[config.mk]
export PLATFORM = sky130hd
export DESIGN_NAME = countdown_timer
export DESIGN_NICKNAME = d
export VERILOG_FILES = /design/src/rtl/countdown_pkg.sv /design/src/rtl/countdown_core.sv /design/src/rtl/countdown_timer.sv
export SDC_FILE = /design/constraint.sdc
export NUM_CORES = 1
export LEC_CHECK = 0
export ABC_AREA = 1
export BUFFER_PORTS_ARGS = -buffer_cell sky130_fd_sc_hd__buf_2
export CAP_MARGIN = 5
export CORE_MARGIN = 4
export CORE_UTILIZATION = 40
export CTS_BUF_LIST = sky130_fd_sc_hd__clkbuf_4 sky130_fd_sc_hd__clkbuf_8 sky130_fd_sc_hd__clkbuf_16
export DETAILED_ROUTE_END_ITERATION = 6
export GPL_TIMING_DRIVEN = 0
export PLACE_DENSITY = 0.78
export SYNTH_ARGS = -nofsm -noshare
export SYNTH_HDL_FRONTEND = slang
export SYNTH_SLANG_ARGS = --single-unit
[constraint.sdc]
create_clock -name i_clk -period 1.9 [get_ports i_clk]
set_input_delay 0 -clock i_clk [delete_from_list [all_inputs] [get_ports i_clk]]
set_output_delay 0 -clock i_clk [all_outputs]
set_load 0.02 [all_outputs]
[src/rtl/countdown_pkg.sv]
// Shared encodings and defaults for the countdown timer.
package countdown_pkg;

    localparam int DEFAULT_WIDTH = 32;

    localparam logic [1:0] ST_IDLE = 2'd0;
    localparam logic [1:0] ST_RUN  = 2'd1;
    localparam logic [1:0] ST_HOLD = 2'd2;
    localparam logic [1:0] ST_DONE = 2'd3;

    typedef enum logic [1:0] {
        IDLE = ST_IDLE,
        RUN  = ST_RUN,
        HOLD = ST_HOLD,
        DONE = ST_DONE
    } state_t;

endpackage

[src/rtl/countdown_core.sv]
// WIDTH-bit loadable down-counter with zero and one detect.
// Priority inside the register: clear, load, decrement; never goes below zero.
module countdown_core
    import countdown_pkg::*;
#(
    parameter int WIDTH = DEFAULT_WIDTH
) (
    input  logic             i_clk,
    input  logic             i_rst,
    input  logic             i_clear,
    input  logic             i_load,
    input  logic [WIDTH-1:0] i_load_value,
    input  logic             i_dec,
    output logic [WIDTH-1:0] o_count,
    output logic             o_zero,
    output logic             o_one
);

    logic [WIDTH-1:0] r_count;
    logic             w_zero;

    assign w_zero = (r_count == '0);

    always_ff @(posedge i_clk or posedge i_rst) begin
        if (i_rst) begin
            r_count <= '0;
        end else if (i_clear) begin
            r_count <= '0;
        end else if (i_load) begin
            r_count <= i_load_value;
        end else if (i_dec && !w_zero) begin
            r_count <= r_count - WIDTH'(1);
        end
    end

    assign o_count = r_count;
    assign o_zero  = w_zero;
    assign o_one   = (r_count == WIDTH'(1));

endmodule

[src/rtl/countdown_timer.sv]
// Load-and-count-down timer with valid/ready load and one-cycle expire pulse.
// Define COUNTDOWN_AUTORELOAD_EN for periodic (auto-reload) mode.
module countdown_timer
    import countdown_pkg::*;
#(
    parameter int WIDTH = DEFAULT_WIDTH
) (
    input  logic             i_clk,
    input  logic             i_rst,
    // Load handshake: a load is accepted on a rising edge where
    // i_load_valid && o_load_ready && !i_abort; the producer holds
    // i_load_valid and i_load_value stable until that edge.
    input  logic             i_load_valid,
    output logic             o_load_ready,
    input  logic [WIDTH-1:0] i_load_value,
    input  logic             i_enable,
    input  logic             i_abort,
    output logic [WIDTH-1:0] o_count,
    output logic             o_busy,
    output logic             o_expire,
    output logic [1:0]       o_dbg_state
);

    state_t           r_state;
    state_t           w_next_state;
    logic             r_expire;
    logic             w_expire_next;
    logic             w_core_clear;
    logic             w_core_load;
    logic             w_core_dec;
    logic [WIDTH-1:0] w_core_value;
    logic             w_zero;
    logic             w_one;

`ifdef COUNTDOWN_AUTORELOAD_EN
    logic [WIDTH-1:0] r_reload;

    // On a periodic reload w_core_value is r_reload itself, so this only changes on a real load.
    always_ff @(posedge i_clk or posedge i_rst) begin
        if (i_rst) begin
            r_reload <= '0;
        end else if (w_core_load) begin
            r_reload <= w_core_value;
        end
    end
`endif

    countdown_core #(
        .WIDTH(WIDTH)
    ) u_core (
        .i_clk       (i_clk),
        .i_rst       (i_rst),
        .i_clear     (w_core_clear),
        .i_load      (w_core_load),
        .i_load_value(w_core_value),
        .i_dec       (w_core_dec),
        .o_count     (o_count),
        .o_zero      (w_zero),
        .o_one       (w_one)
    );

    always_ff @(posedge i_clk or posedge i_rst) begin
        if (i_rst) begin
            r_state  <= IDLE;
            r_expire <= 1'b0;
        end else begin
            r_state  <= w_next_state;
            r_expire <= w_expire_next;
        end
    end

    always_comb begin
        w_next_state  = r_state;
        w_expire_next = 1'b0;
        w_core_clear  = 1'b0;
        w_core_load   = 1'b0;
        w_core_dec    = 1'b0;
        w_core_value  = i_load_value;
        if (i_abort) begin
            w_next_state = IDLE;
            w_core_clear = 1'b1;
        end else begin
            case (r_state)
                IDLE, DONE: begin
                    if (i_load_valid) begin
                        w_core_load = 1'b1;
                        if (i_load_value == '0) begin
                            w_expire_next = 1'b1;
`ifdef COUNTDOWN_AUTORELOAD_EN
                            w_next_state  = RUN;
`else
                            w_next_state  = DONE;
`endif
                        end else begin
                            w_next_state = RUN;
                        end
                    end
                end
                RUN: begin
                    if (!i_enable) begin
                        w_next_state = HOLD;
                    end else if (w_one || w_zero) begin
                        // A zero count in RUN only occurs in periodic mode after loading 0.
                        w_expire_next = 1'b1;
`ifdef COUNTDOWN_AUTORELOAD_EN
                        w_core_load   = 1'b1;
                        w_core_value  = r_reload;
`else
                        w_core_dec    = 1'b1;
                        w_next_state  = DONE;
`endif
                    end else begin
                        w_core_dec = 1'b1;
                    end
                end
                HOLD: begin
                    if (i_enable) begin
                        w_next_state = RUN;
                    end
                end
                default: begin
                    w_next_state = IDLE;
                end
            endcase
        end
    end

    assign o_load_ready = (r_state == IDLE) || (r_state == DONE);
    assign o_busy       = (r_state == RUN) || (r_state == HOLD);
    assign o_expire     = r_expire;
    assign o_dbg_state  = r_state;

endmodule

==> flow_summary.toml <==
[routing]
num_vias = 3472
routedWlPerCell_um = 15.09
drt_iter0_markers = 374
viasPerCell = 5.269
firstDrtPassIters = 5
routed_wl_um = 9944
postRouteAntennaNets = 0
route.detailed.drc = 0

[logic_synthesis]
ys_ff_latch = 35
synth_ff_type = "dfrtp_1"
syn_area_per_cell_um2 = 6.226
syn-cell-area_mm2 = 0.002851
syn_inst = 458
synth_warnings = 0
syn_nets = 499
synth-seq-area-share = 0.3072
synthArstFlopShare = 1.000
synth-edff-count = 0
yosysUniqueCellTypes = 30

[placement]
io_buffer_count = 73
place.gp.congestion = 0.9611
pre_cts_slack_ns = -0.2690
dp_hpwl_um = 6937
place_area_mm2 = 0.003356
dp.cells = 627

[global_routing]
grt_max_degree = 36
grt_overflow = 0
grt_usage = 0.2268
antenna_found_initial = 0
grt_pass1_wl_um = 15670
grt_pass1_vias = 3405

[run_status]
outcome = "finished clean"

[layout]
final_common_cell = "nand2_1"
finalInstanceArea_mm2 = 0.003835
fin_cells = 659
drive_above_1_share = 0.3108
area_delta_synth_final_pct = 34.49
antennaDiodeCount = 0
nets = 603
layout_common_cells = "nand2_1, buf_2, nor2_1, nand3_1, inv_1"

[setup_path]
cp_common_cell = "nand2_1"
r2r-start = "u_core.o_count[18]"
cp-start-kind = "flip-flop"
cp_max_fo = 10
reg2reg_slack_ns = 0.01
crit_chain = "nor2_1 > nand2_1 > nor2_2 > nand2_2 > o21ai_0 > nand2_1 > buf_2 > o211ai_1 > nand2_1"
regToRegEndpoint = "u_core.o_count[13]"
cp-end-kind = "flip-flop"
critPathRequiredTime_ns = 2.08
rr_worst_depth = 9
arrival_ns = 2.07
critPathKind = "flip-flop to flip-flop"
cp_slowest_stage_delay_ns = 0.45
crit_buf_inv = 1
slowest_stage = "dfrtp_2"
cp.depth = 9
cp_top_family = "simple AND/OR/NAND/NOR gates"

[hold_path]
hp-class = "primary input to flip-flop"
min_delay_path_depth = 5
hold_end = "u_core.o_count[4]"
hold_start = "i_load_value[4]"

[die]
die_x_um = 92.43
die_area_mm2 = 0.008543
die_y_um = 92.43
coreArea_mm2 = 0.006869
io-pin-count = 74
start_util = 0.4151
std_cell_rows = 30

[power]
clockPowerShare = 0.093
p_per_area_mw_per_mm2 = 1813
power.total_uw = 6953
p_int_uw = 3078
seqPwrFrac = 0.198
peakVddDrop_uv = 780.5
net-switching-power_uw = 3875
p_comb_frac = 0.709
p_sw_frac = 0.5573
p_leak_uw = 0.002044

[timing]
period_minus_slack_ns = 1.890
setup_ws_ns = 0.009948
setup_viol_count_final = 0
max_slew_margin = 0.4716
hold_viol = 0
fin_worst_skew_ns = 0.006036
fin_crit_sh = 0.9948
whs_ns = 0.02417
finalMaxSlewViolations = 0
tightest_slew_ns = 0.7915
fmax_mhz = 529.1

[clock_tree]
cts_buffer_depth = 2
root_buffer = "clkbuf_8"
clock_sinks = 35
worstSkewPairLatency_ns = 0.30
numCtsBuffers = 5
cts_tree = "yes"
clkTransAtPathRegs_ns = 0.08
cts_max_level = 2

[run]
drv_cap = 0
[cell type report]
cell class              count  area [um2]
multi-input cells         359        1848
fillers                   651        3034
flip-flops and latches     35       883.3
plain buffers              12       107.6
well taps                  96       120.1
clock buffers               8       103.9
repair buffers             96       570.5
inverters                  53       201.4
[metrics by stage]
step / util / setup TNS [ns]
after CTS: 0.5240 / 0
after global placement: 0.4885 / -3.451
after global routing: 0.5583 / -1.400
after floorplan: - / 0
final: 0.5583 / 0
after detailed placement: 0.4885 / -5.278
[state kept, by name, indices dropped and copies added, names as in the netlist]
signal          flops
o_dbg_state         2
u_core.o_count     32
o_expire            1
[synthesized netlist by cell type (3+ instances only)]
| master | instances | area share |
|---|---|---|
| inv_1 | 52 | 0.068 |
| or2_2 | 15 | 0.033 |
| a21oi_1 | 8 | 0.014 |
| ha_1 | 4 | 0.018 |
| a31oi_1 | 3 | 0.0066 |
| o211ai_1 | 5 | 0.013 |
| buf_2 | 3 | 0.0053 |
| dfrtp_1 | 35 | 0.31 |
| nor2_1 | 85 | 0.11 |
| nand2_1 | 115 | 0.15 |
| o21ai_0 | 31 | 0.054 |
| clkbuf_1 | 5 | 0.0066 |
| nand3_1 | 61 | 0.11 |
| nand2_4 | 3 | 0.012 |
| o21ai_2 | 10 | 0.031 |
| nor3_1 | 4 | 0.0070 |
[how the worst max path moves through the flow]
| stage | from | end | slack (ns) |
|---|---|---|---|
| floorplan | u_core.o_count[0] | u_core.o_count[15] | 0.05 |
| CTS | u_core.o_count[16] | u_core.o_count[13] | 0.007 |
| global route | u_core.o_count[18] | u_core.o_count[13] | -0.09 |
| global placement | o_dbg_state[0] | u_core.o_count[24] | -0.20 |
| detailed placement | o_dbg_state[0] | u_core.o_count[29] | -0.27 |
| finish | u_core.o_count[18] | u_core.o_count[13] | 0.01 |
[routing by layer]
metal | up-vias | GRT usage | wire (um)
met1 | 1561 | 0.2841 | 3977
met4 | 0 | 0.09777 | 409
li1 | 1678 | - | -
met5 | - | 0 | 0
met3 | 41 | 0.04630 | 821
met2 | 192 | 0.3770 | 4735
[worst register-to-register path, stage by stage (launching register included)]
cell	delay, ns
dfrtp_2	0.45
nor2_1	0.21
nand2_1	0.16
nor2_2	0.16
nand2_2	0.10
o21ai_0	0.17
nand2_1	0.12
buf_2	0.22
o211ai_1	0.12
nand2_1	0.07
[cell families after synthesis]
group | count (synthesis) | synth area share
compound gates | 61 | 0.1325
flops | 35 | 0.3072
buf+inv | 65 | 0.09127
fa+ha+maj | 4 | 0.01755
simple gates | 291 | 0.4454
xor+xnor | 2 | 0.006144
[power by group through the flow]
stage	registers, uW	logic (uW)	clock network [uW]
global placement	1330	4010	0
floorplan	1560	2800	0
global route	1420	5500	675
detailed placement	1350	4090	0
finish	1380	4930	644
CTS	1330	4270	648
[repair_timing]
action | 4_1_cts | 5_1_grt
endpoints found under the hold margin | 40 | 0
gates cloned | 0 | 2
buffers inserted | 4 | 12
pin swaps | 2 | 8
setup endpoints to repair | 31 | 33
gates resized for setup | 21 | 40
hold buffers | 6 | 0
(Power assumes the default switching activity.)
